### config.mk
export PLATFORM = sky130hd
export DESIGN_NAME = menu_button_ctrl
export DESIGN_NICKNAME = d
export VERILOG_FILES = /design/src/rtl/menu_button_ctrl.sv
export SDC_FILE = /design/constraint.sdc
export NUM_CORES = 1
export LEC_CHECK = 0
export ABC_CLOCK_PERIOD_IN_PS = 2800
export CAP_MARGIN = 0
export CORE_MARGIN = 3
export CORE_UTILIZATION = 25
export DETAILED_ROUTE_END_ITERATION = 12
export GPL_TIMING_DRIVEN = 0
export PLACE_DENSITY = 0.5
export SYNTH_ARGS = -nofsm -noshare
export SYNTH_HDL_FRONTEND = slang
export SYNTH_HIERARCHICAL = 1
export SYNTH_SLANG_ARGS = --single-unit
export TNS_END_PERCENT = 1
### constraint.sdc
create_clock -name clk -period 2.8 [get_ports clk]
set_clock_uncertainty 0.2 [all_clocks]
set_input_delay 0.56 -clock clk [delete_from_list [all_inputs] [get_ports clk]]
set_output_delay 0.56 -clock clk [all_outputs]
set_load 0.005 [all_outputs]
### src/rtl/menu_button_ctrl.sv
// Menu button front end: synchronises and debounces the four board buttons,
// auto-repeats up/down while held, and owns the registered menu index.

// One button: 2-flop synchroniser, stable-count debounce and rising-edge event.
module menu_btn_debounce #(
  parameter int DEBOUNCE_CYCLES = 1_000_000
) (
  input  logic clk,
  input  logic rst_n,
  input  logic raw,
  output logic level,
  output logic press
);
  localparam int CW = $clog2(DEBOUNCE_CYCLES + 1);
  localparam logic [CW-1:0] CNT_LAST = CW'(DEBOUNCE_CYCLES - 1);

  logic [1:0]    sync;
  logic [CW-1:0] cnt;
  logic          level_d;

  // Synchronise the pin, then accept a new level only after it has been stable long enough.
  always_ff @(posedge clk or negedge rst_n) begin
    if (!rst_n) begin
      sync    <= '0;
      cnt     <= '0;
      level   <= 1'b0;
      level_d <= 1'b0;
    end else begin
      sync    <= {sync[0], raw};
      level_d <= level;
      if (sync[1] == level) begin
        cnt <= '0;
      end else if (cnt == CNT_LAST) begin
        level <= ~level;
        cnt   <= '0;
      end else begin
        cnt <= cnt + 1'b1;
      end
    end
  end

  // Press event is high in the cycle the debounced level has just risen; releases are ignored.
  assign press = level & ~level_d;
endmodule

// Auto-repeat for one held button.
//   state  | meaning
//   IDLE   | button released, waiting for a press event
//   HOLD   | pressed, counting down the initial hold delay
//   REPEAT | still held, emitting an event every REPEAT_CYCLES
module menu_autorepeat #(
  parameter int HOLD_CYCLES   = 50_000_000,
  parameter int REPEAT_CYCLES = 25_000_000
) (
  input  logic clk,
  input  logic rst_n,
  input  logic level,
  input  logic press,
  output logic evt
);
  localparam int TMAX = (HOLD_CYCLES > REPEAT_CYCLES) ? HOLD_CYCLES : REPEAT_CYCLES;
  localparam int TW   = $clog2(TMAX + 1);
  localparam logic [TW-1:0] HOLD_LOAD = (HOLD_CYCLES > 0) ? TW'(HOLD_CYCLES - 1) : '0;
  localparam logic [TW-1:0] REP_LOAD  = TW'(REPEAT_CYCLES - 1);

  typedef enum logic [1:0] {IDLE, HOLD, REPEAT} rpt_state_t;

  rpt_state_t    state, state_next;
  logic [TW-1:0] timer, timer_next;

  // State and timer registers.
  always_ff @(posedge clk or negedge rst_n) begin
    if (!rst_n) begin
      state <= IDLE;
      timer <= '0;
    end else begin
      state <= state_next;
      timer <= timer_next;
    end
  end

  // Down-count to zero; a falling level always wins so no event fires after release.
  always_comb begin
    state_next = state;
    timer_next = timer;
    evt        = 1'b0;
    case (state)
      IDLE: begin
        if (press) begin
          evt        = 1'b1;
          state_next = HOLD;
          timer_next = HOLD_LOAD;
        end
      end
      HOLD: begin
        if (!level) begin
          state_next = IDLE;
        end else if (HOLD_CYCLES != 0) begin
          if (timer == '0) begin
            evt        = 1'b1;
            state_next = REPEAT;
            timer_next = REP_LOAD;
          end else begin
            timer_next = timer - 1'b1;
          end
        end
      end
      REPEAT: begin
        if (!level) begin
          state_next = IDLE;
        end else if (timer == '0) begin
          evt        = 1'b1;
          timer_next = REP_LOAD;
        end else begin
          timer_next = timer - 1'b1;
        end
      end
      default: state_next = IDLE;
    endcase
  end
endmodule

module menu_button_ctrl #(
  parameter int DEBOUNCE_CYCLES = 1_000_000,
  parameter int HOLD_CYCLES     = 50_000_000,
  parameter int REPEAT_CYCLES   = 25_000_000,
  parameter int NUM_ITEMS       = 4
) (
  input  logic       clk,
  input  logic       rst_n,
  input  logic       BTNU,
  input  logic       BTND,
  input  logic       BTNL,
  input  logic       BTNR,
  output logic [1:0] menu_sel,
  output logic       sel_changed,
  output logic       back_pulse,
  output logic       select_pulse,
  output logic [3:0] btn_level
);
  localparam logic [1:0] LAST_ITEM = 2'(NUM_ITEMS - 1);

  logic [3:0] raw;
  logic [3:0] press;
  logic       up_evt;
  logic       down_evt;

  // Bit order {U,D,L,R} throughout.
  assign raw = {BTNU, BTND, BTNL, BTNR};

  for (genvar i = 0; i < 4; i++) begin : g_btn
    menu_btn_debounce #(.DEBOUNCE_CYCLES(DEBOUNCE_CYCLES)) u_db (
      .clk   (clk),
      .rst_n (rst_n),
      .raw   (raw[i]),
      .level (btn_level[i]),
      .press (press[i])
    );
  end

  menu_autorepeat #(.HOLD_CYCLES(HOLD_CYCLES), .REPEAT_CYCLES(REPEAT_CYCLES)) u_rpt_up (
    .clk   (clk),
    .rst_n (rst_n),
    .level (btn_level[3]),
    .press (press[3]),
    .evt   (up_evt)
  );

  menu_autorepeat #(.HOLD_CYCLES(HOLD_CYCLES), .REPEAT_CYCLES(REPEAT_CYCLES)) u_rpt_down (
    .clk   (clk),
    .rst_n (rst_n),
    .level (btn_level[2]),
    .press (press[2]),
    .evt   (down_evt)
  );

  // Menu index with wrap-around; simultaneous up and down cancel out.
  always_ff @(posedge clk or negedge rst_n) begin
    if (!rst_n) begin
      menu_sel     <= '0;
      sel_changed  <= 1'b0;
      back_pulse   <= 1'b0;
      select_pulse <= 1'b0;
    end else begin
      sel_changed  <= 1'b0;
      back_pulse   <= press[1];
      select_pulse <= press[0];
      if (up_evt && !down_evt) begin
        menu_sel    <= (menu_sel == 2'd0) ? LAST_ITEM : menu_sel - 2'd1;
        sel_changed <= 1'b1;
      end else if (down_evt && !up_evt) begin
        menu_sel    <= (menu_sel == LAST_ITEM) ? 2'd0 : menu_sel + 2'd1;
        sel_changed <= 1'b1;
      end
    end
  end
endmodule

# [Word level (Yosys, flattened, before mapping)]
# Index checks and enable logic that the tools add are counted.
[word_totals] regBits=157 out_inout_bits=9
[op_classes] n_addsub=8 eq_ne=21 n_mux=40 bitwise_logic=16 reduce_logical=22
[ops] op="$mux 20" count=8
[ops] op="$mux 26" count=6
[ops] op="$pmux 26 s2" count=2
[ops] op="$add 20x1->20 const B" count=4
[ops] op="$eq 20x20->1 const B" count=4
[ops] op="$logic_not 26->1" count=2
[ops] op="$sub 26x1->26 const B" count=2
[ops] op="$mux 2" count=12
[ops] op="$not 1->1" count=12
[ops] op="$pmux 2 s3" count=2
[ops] op="$reduce_and 3->1" count=4
[ops] op="$mux 1" count=8
[ops] op="$ne 2x2->1 const B" count=4
[ops] op="$reduce_and 2->1" count=4
[ops] op="$eq 2x2->1 const B" count=3
[ops] op="$logic_not 2->1" count=3
[ops] op="$ne 3x2->1 const B" count=2
[ops] op="$reduce_bool 2->1" count=3
[ops] op="$and 1x1->1" count=4
[ops] op="$eq 1x1->1" count=4
[ops] op="$eq 2x1->1 const B" count=2
[ops] op="$ne 2x1->1 const B" count=2
[ops] op="$pmux 1 s2" count=2
[ops] op="$reduce_or 2->1" count=2
[ops] op="other kinds (4)" count=6

# [Depth between registers and ports, before layout]
[logic_depth] depth_word=8 mapped_depth=12 depth_no_buf=12

# [Cells and area by module]
# The synthesis kept the hierarchy.
[by_module_without_submodules] mod="menu_btn_debounce" n_inst=4 cells_per_inst=110 area_per_inst_um2=1146.1 seq_area_each_um2=600.6
[by_module_without_submodules] mod="menu_autorepeat (u_rpt_up)" n_inst=1 cells_per_inst=196 area_per_inst_um2=1762.9 seq_area_each_um2=700.7
[by_module_without_submodules] mod="menu_autorepeat (u_rpt_down)" n_inst=1 cells_per_inst=192 area_per_inst_um2=1670.4 seq_area_each_um2=700.7
[by_module_without_submodules] mod="menu_button_ctrl" n_inst=1 cells_per_inst=19 area_per_inst_um2=216.5 seq_area_each_um2=125.1

# [Worst setup path before layout]
# No wires, ideal clock.
[synth_path] kind="reg-to-reg" startpoint="register u_rpt_down.timer[6]" endpoint="register u_rpt_down.timer[23]" setup_time_ps=126 t_arrival_ps=2612 required_time_ps=2474 path_slack_ps=-138 stages_incl_launch_ff=8 n_path_buf=2 period_less_slack_ps=2938 cell_sequence="dfrtp_1 or4_4 or4_1 buf_2 or3_1 buf_2 o41a_1 a311o_1"
[synth_between] elab_chain_len=4
[synth_rtl] element="start: declaration" line="69" source="logic [TW-1:0] timer, timer_next;"
[synth_rtl] element="start signal: assignment" line="78" source="timer <= timer_next;"
[synth_rtl] element="$sub 26x1->26 / $logic_not 26->1 (equally long branches)"
[synth_rtl] element="$mux 26 *" line="99, 111"
[synth_rtl] element="$mux 26 *" line="109" source="if (!level) begin"
[synth_rtl] element="$pmux 26 s2 *" line="87" source="case (state)"
# Mark *: on every way between the ends. The rest lies on a longest branch, timed or not. The select of a mux whose other input is x is not followed.
# A chain may end at the register's enable or synchronous reset.

# [Worst setup path after layout]
[layout_path] startpoint="register u_rpt_down.timer[4]" endpoint="register u_rpt_down.timer[23]"
# The elaborated chain is that of the path after synthesis.

==> metrics.txt <==
mean area per synthesized cell=~9.7 um2; largest cells by area after synthesis=dfrtp_1, nor2_1, xnor2_1, o21ai_0, ha_1; setup ws final=23.39 ps; total CTS buffers=17; total chip power=between 4 and 5 mW; slowest stage cell on the critical path=or4_4; clk buf depth=2; Slew Limit Headroom=56.02%; fillcell total=between 3k and 4k; Worst-path clk slew=70 ps; Critical Path RT=between 2000 and 3000 ps; # IOs=15; Clk Latency, worst-skew pair=430 ps; Mapped Cells=847; area leader, netlist=dfrtp_1; Hold Path Depth=0; initial antenna violation count=0; Starting DRT DRC Count=~350; fin crit period=2777 ps; EDFF count, synth=0; drt drc=0; DP Wirelength=around 12 mm; core area=between 30000 and 40000 um2; count leader, synth=dfrtp_1; share of the synthesized area in the top cell type=between 40 and 50%; root buf cell=clkbuf_16; sw frac=22.31%; Post-synth ARST share=100.0%; Nets=~900; FF-to-FF path depth=5; GPL Wtd Cong=around 0.76; Critical Path Max Stage Delay=540 ps; first drt pass iteration count=5; grt ovf=0; highest clock rate=360.2 MHz; antenna-violating nets left=0; pre-CTS setup slack=-584.4 ps; Synth Flop Type=dfrtp_1; status=complete, no violations; worst slew pin tran=653.7 ps; Syn. warnings=6; vias in the first global route=6125; Initial Util=between 20 and 30%; CP arrival=2880 ps; first-pass GRT wire length=a little over 30 mm; internal power=3.749 mW; Vias=6306; fin util=a little under a third; IO buf count=14; maximum fanout along the worst path=5; Comb pwr share=2.2%; largest net degree at the start of global routing=92; Sink Count=around 160; Worst Hold Class=flip-flop to flip-flop; WL/cell=13.23 um; maxcap violations=0; die area=35150 um2; Startpoint Class=flip-flop; Crit path top cell by count=or4_4; period utilisation layout=99.16%; # setup viols final=0; layout cells sized above 1=11.62%; Leak Pwr=4.059 nW; CP cell instances=or4_4 -> or4_4 -> or3_4 -> o41a_1 -> a311o_1; CTS tree=yes; switching pwr=1.077 mW; Flop pwr share=47.8%; Seq/Total Area, Yosys=47.71%; Yosys cell types=66; Slew Limit Fails=0; Critical Path End Type=flip-flop; Final Hold Violating Endpoints=0; #FFs+latches synth=around 160; row count=65; gr usage total=10.53%; peak supply drop=0.4181 mV; Via density=4.709; kind of critical path=flip-flop to flip-flop; power density of the placed cells=between 400 and 500 nW/um2; unrepaired setup endpoints after global routing=true; # H-tree levels=4; Die H=187.5 um; number of diodes=0; synthesized cell area=8234 um2; Synthesized Nets=a little under 900; area delta synth->final=17.76%; top post-synthesis cells by count=dfrtp_1, nor2_1, nand2_1, o21ai_0, xnor2_1; routed wire length=17.71 mm; Die X=187.5 um; clock share of power=50.0%
worst max-delay path: cells and delay by family, from the launching register on:
kind | cells | cell delay [ps]
DFF | 1 | 410
AOI/OAI and AO/OA | 2 | 580
and+or+nand+nor | 3 | 1450
repair_timing:
| action | 4_1_cts | 5_1_grt |
|---|---|---|
| gates resized for setup | 4 | 12 |
| hold buffers | 1 | 0 |
| setup buffers | 7 | 4 |
| setup endpoints to repair | 15 | 29 |
| hold endpoints to repair | 66 | 0 |
| pin swaps | 5 | 2 |
cell families after synthesis:
group	share of synthesized area [%]
AND/OR/NAND/NOR	26.47
flip-flops	47.71
AO/OA/AOI/OAI	10.33
XOR/XNOR	7.233
buffers and inverters	2.796
multiplexers	2.872
adder cells (fa/ha/maj)	2.583
layer usage:
metal | wire [um] | share of wire, % | GRT usage [%] | up-vias
li1 | - | - | - | 3145
met1 | 9040 | 51 | 14.66 | 3073
met2 | 7917 | 45 | 16.19 | 74
met3 | 519 | 2.9 | 2.418 | 14
met4 | 233 | 1.3 | 3.405 | 0
met5 | 0 | 0 | 0 | -
registers in the layout, indices dropped and copies added, names as in the netlist:
name,count
sel_changed,1
u_rpt_down/state,2
select_pulse,1
u_rpt_up/timer,26
back_pulse,1
g_btn.u_db/level,4
g_btn.u_db/level_d,4
g_btn.u_db/cnt,80
menu_sel,2
u_rpt_down/timer,26
g_btn.u_db/sync,8
u_rpt_up/state,2
final timing paths:
| kind | start | endpoint | slack (ps) |
|---|---|---|---|
| min in group asynchronous | rst_n | g_btn[0].u_db/sync[0] | 450 |
| max in group asynchronous | rst_n | g_btn[3].u_db/cnt[10] | 1110 |
| min reg2reg | g_btn[3].u_db/sync[0] | g_btn[3].u_db/sync[1] | 150 |
| min | g_btn[3].u_db/sync[0] | g_btn[3].u_db/sync[1] | 150 |
| max reg2reg | u_rpt_down/timer[4] | u_rpt_down/timer[23] | 20 |
| max | u_rpt_down/timer[4] | u_rpt_down/timer[23] | 20 |
layout by cell type, fill, tap and decap left out, types with 5 or more instances in the layout:
| cell | n |
|---|---|
| dfrtp_1 | 156 |
| nor2_1 | 114 |
| nand2_1 | 56 |
| o21ai_0 | 48 |
| xnor2_1 | 47 |
| nor3_1 | 41 |
| inv_1 | 35 |
| nand3_1 | 34 |
| nor4_1 | 27 |
| a21oi_1 | 23 |
| xor2_1 | 21 |
| mux2i_1 | 18 |
| ha_1 | 17 |
| clkbuf_16 | 17 |
| nand4_1 | 17 |
| clkdlybuf4s50_1 | 13 |
| or3_1 | 12 |
| buf_4 | 12 |
| nor4b_1 | 10 |
| or4_1 | 10 |
| o21ai_1 | 9 |
| and4_1 | 9 |
| nor2b_1 | 9 |
| o31ai_1 | 8 |
| clkbuf_1 | 7 |
| buf_2 | 7 |
| nor4_2 | 6 |
| and3_1 | 5 |
| and2_1 | 5 |
| o21ai_2 | 5 |
| mux2_2 | 5 |
| o41ai_1 | 5 |
| or4_4 | 5 |
| a211o_1 | 5 |
through the flow:
step                      TNS [ps]  instance area, um2  cells  hold slack, ps
after floorplan             -128.3                8254    847           64.41
after global placement     -935740                8939   1296           137.6
after detailed placement     -2489                8971   1297           138.7
after CTS                   -60.12                9628   1335           154.5
after global routing        -258.1                9697   1339           161.9
final                            0                9697   1339           153.8
power groups by stage:
stage                     logic, mW  clock network (mW)  registers, mW
final                         0.106                2.41           2.31
after global routing          0.127                2.58           2.31
after CTS                     0.114                2.50           2.31
after detailed placement      0.112                   0           2.35
after global placement        0.108                   0           2.35
after floorplan              0.0401                   0           2.35
area by class of cell:
| class | instances | area [um2] | share of cell area [%] |
|---|---|---|---|
| clock buffer | 19 | 442.9 | 4.568 |
| multi-input combinational | 635 | 4125 | 42.54 |
| timing repair buffer | 27 | 265.3 | 2.735 |
| tap | 435 | 544.3 | 5.613 |
| inverter | 35 | 131.4 | 1.355 |
| clock inverter | 13 | 163.9 | 1.690 |
| buffer | 18 | 93.84 | 0.9677 |
| sequential | 157 | 3930 | 40.53 |
No activity file was read; power rests on OpenSTA's default activity.
